[config.mk]
export PLATFORM = sky130hd
export DESIGN_NAME = id_ex_stage_flat
export DESIGN_NICKNAME = d
export VERILOG_FILES = /design/src/rtl/id_ex_stage_if.sv /design/src/rtl/id_ex_stage.sv /design/src/flat_wrapper.sv
export SDC_FILE = /design/constraint.sdc
export NUM_CORES = 1
export LEC_CHECK = 0
export BUFFER_PORTS_ARGS = -buffer_cell sky130_fd_sc_hd__buf_2
export CAP_MARGIN = 5
export CORE_MARGIN = 8
export CORE_UTILIZATION = 49
export DETAILED_ROUTE_END_ITERATION = 8
export PLACE_DENSITY = 0.82
export REMOVE_ABC_BUFFERS = 1
export SKIP_LAST_GASP = 1
export SLEW_MARGIN = 10
export SYNTH_ARGS = -nofsm -noshare
export SYNTH_HDL_FRONTEND = slang
export SYNTH_SLANG_ARGS = --single-unit
[constraint.sdc]
create_clock -name clk -period 5.9 [get_ports clk]
set_clock_uncertainty 0.05 [all_clocks]
set_input_delay 0.59 -clock clk [delete_from_list [all_inputs] [get_ports clk]]
set_output_delay 0.59 -clock clk [all_outputs]
set_load 0.05 [all_outputs]
[src/rtl/id_ex_stage_if.sv]
// ID/EX stage handshake bundle: decoder-side inputs and execute-side outputs.
// master drives the ID side and ex_ready; slave is the pipeline register itself.
interface id_ex_stage_if #(
    parameter int unsigned WORD_W     = 32,
    parameter int unsigned REG_ADDR_W = 5,
    parameter int unsigned OP_LOW_W   = 5,
    parameter int unsigned CNT_W      = 16
);
    logic                  flush;
    logic                  id_valid;
    logic                  id_ready;
    logic [OP_LOW_W+2:0]   id_exop;
    logic [WORD_W-1:0]     id_srcLeft;
    logic [WORD_W-1:0]     id_srcRight;
    logic [WORD_W-1:0]     id_offset;
    logic [REG_ADDR_W-1:0] id_dest;

    logic                  ex_valid;
    logic                  ex_ready;
    logic [2:0]            ex_alusel;
    logic [OP_LOW_W-1:0]   ex_aluop;
    logic [WORD_W-1:0]     ex_srcLeft;
    logic [WORD_W-1:0]     ex_srcRight;
    logic [WORD_W-1:0]     ex_offset;
    logic [1:0]            ex_memop;
    logic [REG_ADDR_W-1:0] ex_dest;
    logic                  ex_writeEnable;
    logic [CNT_W-1:0]      ex_bubbleCount;

    modport master (
        output flush, id_valid, id_exop, id_srcLeft, id_srcRight, id_offset, id_dest, ex_ready,
        input  id_ready, ex_valid, ex_alusel, ex_aluop, ex_srcLeft, ex_srcRight, ex_offset,
               ex_memop, ex_dest, ex_writeEnable, ex_bubbleCount
    );

    modport slave (
        input  flush, id_valid, id_exop, id_srcLeft, id_srcRight, id_offset, id_dest, ex_ready,
        output id_ready, ex_valid, ex_alusel, ex_aluop, ex_srcLeft, ex_srcRight, ex_offset,
               ex_memop, ex_dest, ex_writeEnable, ex_bubbleCount
    );
endinterface

[src/rtl/id_ex_stage.sv]
// ID->EX pipeline register with valid/ready handshake, flush, class decode and bubble counter.
// Define ID_EX_SKID_EN to add a one-entry skid buffer that registers id_ready.
module id_ex_stage #(
    parameter int unsigned WORD_W     = 32,
    parameter int unsigned REG_ADDR_W = 5,
    parameter int unsigned OP_LOW_W   = 5,
    parameter int unsigned CNT_W      = 16
) (
    input logic          clk,
    input logic          rst,
    id_ex_stage_if.slave bus
);
    localparam int unsigned OP_W = 3 + OP_LOW_W;

    typedef struct packed {
        logic [2:0]            alusel;
        logic [OP_LOW_W-1:0]   aluop;
        logic [WORD_W-1:0]     src_left;
        logic [WORD_W-1:0]     src_right;
        logic [WORD_W-1:0]     offset;
        logic [1:0]            memop;
        logic [REG_ADDR_W-1:0] dest;
        logic                  write_enable;
    } payload_t;

    payload_t         dec;
    payload_t         out_q, out_d;
    logic             valid_q, valid_d;
    logic [CNT_W-1:0] cnt_q, cnt_d;
    logic             load;
    logic             accept;

    always_comb begin
        dec           = '0;
        dec.aluop     = bus.id_exop[OP_LOW_W-1:0];
        dec.src_left  = bus.id_srcLeft;
        dec.src_right = bus.id_srcRight;
        dec.offset    = bus.id_offset;
        dec.dest      = bus.id_dest;
        case (bus.id_exop[OP_W-1 -: 3])
            3'd1:    begin dec.alusel = 3'd1; dec.memop = 2'd1; dec.write_enable = 1'b1; end
            3'd2:    begin dec.alusel = 3'd2; dec.memop = 2'd1; dec.write_enable = 1'b1; end
            3'd3:    begin dec.alusel = 3'd3; dec.memop = 2'd1; dec.write_enable = 1'b1; end
            3'd4:    begin dec.alusel = 3'd4; dec.memop = 2'd1; dec.write_enable = 1'b1; end
            3'd5:    begin dec.alusel = 3'd3; dec.memop = 2'd2; dec.write_enable = 1'b1; end
            3'd6:    begin dec.alusel = 3'd3; dec.memop = 2'd3; dec.write_enable = 1'b0; end
            default: begin dec.alusel = 3'd0; dec.memop = 2'd0; dec.write_enable = 1'b0; end
        endcase
        // Register 0 is never written.
        if (bus.id_dest == '0) dec.write_enable = 1'b0;
    end

    assign load   = !valid_q || bus.ex_ready;
    assign accept = bus.id_valid && bus.id_ready;

`ifdef ID_EX_SKID_EN
    payload_t skid_q, skid_d;
    logic     skid_full_q, skid_full_d;

    assign bus.id_ready = !rst && !skid_full_q;

    always_comb begin
        valid_d     = valid_q;
        out_d       = out_q;
        skid_d      = skid_q;
        skid_full_d = skid_full_q;
        if (bus.flush) begin
            valid_d     = 1'b0;
            out_d       = '0;
            skid_full_d = 1'b0;
        end else if (load) begin
            // A parked instruction is older than anything offered now.
            if (skid_full_q) begin
                out_d       = skid_q;
                valid_d     = 1'b1;
                skid_full_d = 1'b0;
            end else begin
                valid_d = accept;
                if (accept) out_d = dec;
            end
        end else if (accept) begin
            skid_d      = dec;
            skid_full_d = 1'b1;
        end
    end

    always_ff @(posedge clk) begin
        if (rst) begin
            skid_q      <= '0;
            skid_full_q <= 1'b0;
        end else begin
            skid_q      <= skid_d;
            skid_full_q <= skid_full_d;
        end
    end
`else
    assign bus.id_ready = !rst && load;

    always_comb begin
        valid_d = valid_q;
        out_d   = out_q;
        if (bus.flush) begin
            valid_d = 1'b0;
            out_d   = '0;
        end else if (load) begin
            valid_d = bus.id_valid;
            if (bus.id_valid) out_d = dec;
        end
    end
`endif

    always_comb begin
        cnt_d = cnt_q;
        if (bus.ex_ready && !valid_q && (cnt_q != '1)) cnt_d = cnt_q + CNT_W'(1);
    end

    always_ff @(posedge clk) begin
        if (rst) begin
            valid_q <= 1'b0;
            out_q   <= '0;
            cnt_q   <= '0;
        end else begin
            valid_q <= valid_d;
            out_q   <= out_d;
            cnt_q   <= cnt_d;
        end
    end

    assign bus.ex_valid       = valid_q;
    assign bus.ex_alusel      = out_q.alusel;
    assign bus.ex_aluop       = out_q.aluop;
    assign bus.ex_srcLeft     = out_q.src_left;
    assign bus.ex_srcRight    = out_q.src_right;
    assign bus.ex_offset      = out_q.offset;
    assign bus.ex_memop       = out_q.memop;
    assign bus.ex_dest        = out_q.dest;
    assign bus.ex_writeEnable = out_q.write_enable;
    assign bus.ex_bubbleCount = cnt_q;
endmodule

[src/flat_wrapper.sv]
// flat-port wrapper written by rule: the top's interface ports become plain ports
module id_ex_stage_flat 
#(
    parameter int unsigned WORD_W     = 32,
    parameter int unsigned REG_ADDR_W = 5,
    parameter int unsigned OP_LOW_W   = 5,
    parameter int unsigned CNT_W      = 16
)
  (clk, rst, bus_flush, bus_id_valid, bus_id_exop, bus_id_srcLeft, bus_id_srcRight, bus_id_offset, bus_id_dest, bus_ex_ready, bus_id_ready, bus_ex_valid, bus_ex_alusel, bus_ex_aluop, bus_ex_srcLeft, bus_ex_srcRight, bus_ex_offset, bus_ex_memop, bus_ex_dest, bus_ex_writeEnable, bus_ex_bubbleCount);
  id_ex_stage_if #(.WORD_W(WORD_W), .REG_ADDR_W(REG_ADDR_W), .OP_LOW_W(OP_LOW_W), .CNT_W(CNT_W)) bus_i ();
  input logic clk;
  input logic rst;
  input wire logic [$bits(bus_i.flush)-1:0] bus_flush;
  input wire logic [$bits(bus_i.id_valid)-1:0] bus_id_valid;
  input wire logic [$bits(bus_i.id_exop)-1:0] bus_id_exop;
  input wire logic [$bits(bus_i.id_srcLeft)-1:0] bus_id_srcLeft;
  input wire logic [$bits(bus_i.id_srcRight)-1:0] bus_id_srcRight;
  input wire logic [$bits(bus_i.id_offset)-1:0] bus_id_offset;
  input wire logic [$bits(bus_i.id_dest)-1:0] bus_id_dest;
  input wire logic [$bits(bus_i.ex_ready)-1:0] bus_ex_ready;
  output wire logic [$bits(bus_i.id_ready)-1:0] bus_id_ready;
  output wire logic [$bits(bus_i.ex_valid)-1:0] bus_ex_valid;
  output wire logic [$bits(bus_i.ex_alusel)-1:0] bus_ex_alusel;
  output wire logic [$bits(bus_i.ex_aluop)-1:0] bus_ex_aluop;
  output wire logic [$bits(bus_i.ex_srcLeft)-1:0] bus_ex_srcLeft;
  output wire logic [$bits(bus_i.ex_srcRight)-1:0] bus_ex_srcRight;
  output wire logic [$bits(bus_i.ex_offset)-1:0] bus_ex_offset;
  output wire logic [$bits(bus_i.ex_memop)-1:0] bus_ex_memop;
  output wire logic [$bits(bus_i.ex_dest)-1:0] bus_ex_dest;
  output wire logic [$bits(bus_i.ex_writeEnable)-1:0] bus_ex_writeEnable;
  output wire logic [$bits(bus_i.ex_bubbleCount)-1:0] bus_ex_bubbleCount;
  assign bus_i.flush = bus_flush;
  assign bus_i.id_valid = bus_id_valid;
  assign bus_i.id_exop = bus_id_exop;
  assign bus_i.id_srcLeft = bus_id_srcLeft;
  assign bus_i.id_srcRight = bus_id_srcRight;
  assign bus_i.id_offset = bus_id_offset;
  assign bus_i.id_dest = bus_id_dest;
  assign bus_i.ex_ready = bus_ex_ready;
  assign bus_id_ready = bus_i.id_ready;
  assign bus_ex_valid = bus_i.ex_valid;
  assign bus_ex_alusel = bus_i.ex_alusel;
  assign bus_ex_aluop = bus_i.ex_aluop;
  assign bus_ex_srcLeft = bus_i.ex_srcLeft;
  assign bus_ex_srcRight = bus_i.ex_srcRight;
  assign bus_ex_offset = bus_i.ex_offset;
  assign bus_ex_memop = bus_i.ex_memop;
  assign bus_ex_dest = bus_i.ex_dest;
  assign bus_ex_writeEnable = bus_i.ex_writeEnable;
  assign bus_ex_bubbleCount = bus_i.ex_bubbleCount;
  id_ex_stage #(.WORD_W(WORD_W), .REG_ADDR_W(REG_ADDR_W), .OP_LOW_W(OP_LOW_W), .CNT_W(CNT_W)) u_core (.clk(clk), .rst(rst), .bus(bus_i));
endmodule
==> metrics.md <==
| Metric | Value |
|---|---|
| Status | `completed` |
| Flop and latch count out of synthesis | `~130` |
| Clock Tree Root | `clkbuf_8` |
| Clk sinks | `129` |
| Wire length of the first global-routing pass | `approximately 22,000 um` |
| Diodes inserted | `0` |
| Worst Tran Pin Value | `1.223 ns` |
| Final min period | `2.070 ns` |
| Vias | `roughly 4,900` |
| Area Overhead vs Synth | `39.12%` |
| Site Rows | `36` |
| Part of the cycle the worst path needs | `0.3508` |
| Critical path type | `reg2reg` |
| Clock transition at path regs | `0.06 ns` |
| Final Slew Violations | `0` |
| Worst-Skew Late Latency | `0.51 ns` |
| Crit. End Element | `flip-flop` |
| Most common cell after layout, fill and taps aside | `buf_2` |
| Pin count of the biggest net entering global routing | `115` |
| Worst hold-check path type | `in2reg` |
| Final setup margin | `3.830 ns` |
| Synth Flop Type | `dfxtp_1` |
| Io pins | `244` |
| Setup_tns | `0 ns` |
| Core area | `9594 um2` |
| Final Hold Viols | `0` |
| CTS resizes | `0` |
| Layout cell share with drive strength beyond 1 | `0.3441` |
| Vias per Instance | `5.019` |
| Setup Buffers After CTS | `0` |
| Synth async-reset ratio | `0` |
| Final setup fails | `0` |
| Cells after synthesis | `between 500 and 600` |
| Required time of the critical path | `around 6.3 ns` |
| Finished Layout Cells | `967` |
| IO buf count | `around 240` |
| CTS tree | `built` |
| Fmax | `0.4831 GHz` |
| Maximum vdd drop | `0.1818 mV` |
| Synth warnings | `0` |
| CP max FO | `9` |
| Initial antenna violation count | `0` |
| Max Cap Viol | `0` |
| Fin nets | `between 900 and 1,000` |
| CTS Hold Bufs | `0` |
| Gpl congestion | `between 0.8 and 0.9` |
| Routed Wire Length | `approximately 14,000 um` |
| Clock Tree Buf Depth | `2` |
| Die Y | `114.6 um` |
| Clock buffer count from CTS | `17` |
| Power per cell area | `about 340 nW/um2` |
| Number of global-route vias before repair | `4,784` |
| Initial DRC count | `309` |
| Routed Antenna Nets | `0` |
| DRT Pass-1 Iters | `4` |
| Post-Place Cells | `~940` |
| Total track usage | `0.2123` |
| Max-slew headroom | `0.1847` |
| Worst slack, placed | `3.542 ns` |
| Initial core utilization | `0.4963` |
| EDFF count, synth | `0` |
| Die area | `between 10,000 and 15,000 um2` |
| Fin Hold WS | `0.2615 ns` |
| Post-synthesis sequential area ratio | `0.5423` |
| CTS H-tree lvls | `4` |
| Most frequent cells in the layout | `buf_2, nand2_1, dfxtp_1` |
| RSZ-0062 raised after global routing | `no` |
| Remaining Overflow, GRT | `0` |
| Post-synth cell types | `40` |
| Post-DP HPWL | `a little over 10,000 um` |
| Wire length per cell | `14.94 um` |
| Mapped Avg Cell Area | `7.963 um2` |
| Cell area after synthesis | `4762 um2` |
| Crit path launch type | `flip-flop` |
| Post-route DRC violation count | `0` |
| Die width | `114.6 um` |
| Crit path DAT | `between 2 and 2.5 ns` |
| Static Leakage | `0.003129 uW` |
==> final timing paths <==
check                                    start                       endpoint  slack [ns]  cells after the start
setup reg to reg  u_core.bus.ex_bubbleCount[3]  u_core.bus.ex_bubbleCount[15]        3.83                      4
hold reg to reg     u_core.bus.ex_srcRight[21]     u_core.bus.ex_srcRight[21]        0.40                      2
hold / removal                bus_id_offset[3]        u_core.bus.ex_offset[3]        0.26                      3
setup / recovery  u_core.bus.ex_bubbleCount[3]  u_core.bus.ex_bubbleCount[15]        3.83                      4
==> cells by family after synthesis <==
| group | Yosys count | synth area share |
|---|---|---|
| AOI/OAI and AO/OA | 132 | 0.1469 |
| xor gates and xnor gates | 3 | 0.005519 |
| adders and majority gates | 1 | 0.002627 |
| buffers and inverters | 43 | 0.03389 |
| DFF | 129 | 0.5423 |
| muxes | 5 | 0.01156 |
| and+or+nand+nor | 285 | 0.2572 |
==> registers in the layout, summed over array words and instances (netlist names) <==
register,cells
u_core.bus.ex_memop,2
u_core.bus.ex_valid,1
u_core.bus.ex_offset,32
u_core.bus.ex_srcRight,32
u_core.bus.ex_aluop,5
u_core.bus.ex_srcLeft,32
u_core.bus.ex_writeEnable,1
u_core.bus.ex_bubbleCount,16
u_core.bus.ex_alusel,3
u_core.bus.ex_dest,5
==> per-stage QoR <==
step | instance area [um2] | util | power (uW)
after floorplan | 4616 | - | 1095
after global placement | 6011 | 0.6265 | 1177
after detailed placement | 6011 | 0.6265 | 1183
after CTS | 6625 | 0.6905 | 2238
after global routing | 6625 | 0.6905 | 2304
final | 6625 | 0.6905 | 2220
==> per-layer routing <==
layer  global-route usage  wire [um]
met4               0.1065        322
met3              0.08122       1292
met5                    0          0
met2               0.3646       7355
met1               0.2220       5476
==> power by group <==
part           switching (uW)  total (uW)  internal (uW)  leakage [uW]
Sequential               14.6         913            898       0.00105
Clock                     377        1060            679      0.000287
Combinational             183         252           69.0       0.00179
Total                     574        2220           1650       0.00313
==> critical path: stages (launching register included) <==
cell     delay [ns]
dfxtp_1        0.43
nand4_4        0.21
or4_4          0.60
or4b_1         0.50
o211a_1        0.16
==> layout make-up <==
type | instances | area [um2]
inverter | 4 | 15.01
clock inverter | 11 | 155.1
sequential | 129 | 2582
clock buffer | 21 | 459.2
timing repair buffer | 243 | 1216
tap | 133 | 166.4
fill | 786 | 2969
multi-input combinational | 426 | 2031
==> Yosys cell counts (all sizes together), types with 4 or more instances <==
cell / number / area (um2)
nand2: 225 / 844.6
dfxtp: 129 / 2582
a21oi: 114 / 570.6
clkbuf: 31 / 116.4
nor2: 16 / 60.06
buf: 8 / 30.03
nand3: 7 / 35.03
nor2b: 5 / 31.28
nor3: 5 / 25.02
nor4: 5 / 46.29
o21ai: 5 / 25.02
or3: 5 / 33.78
inv: 4 / 15.01
mux2: 4 / 45.04
nand4: 4 / 46.29
Note: power is estimated with default switching activity, not from simulation.
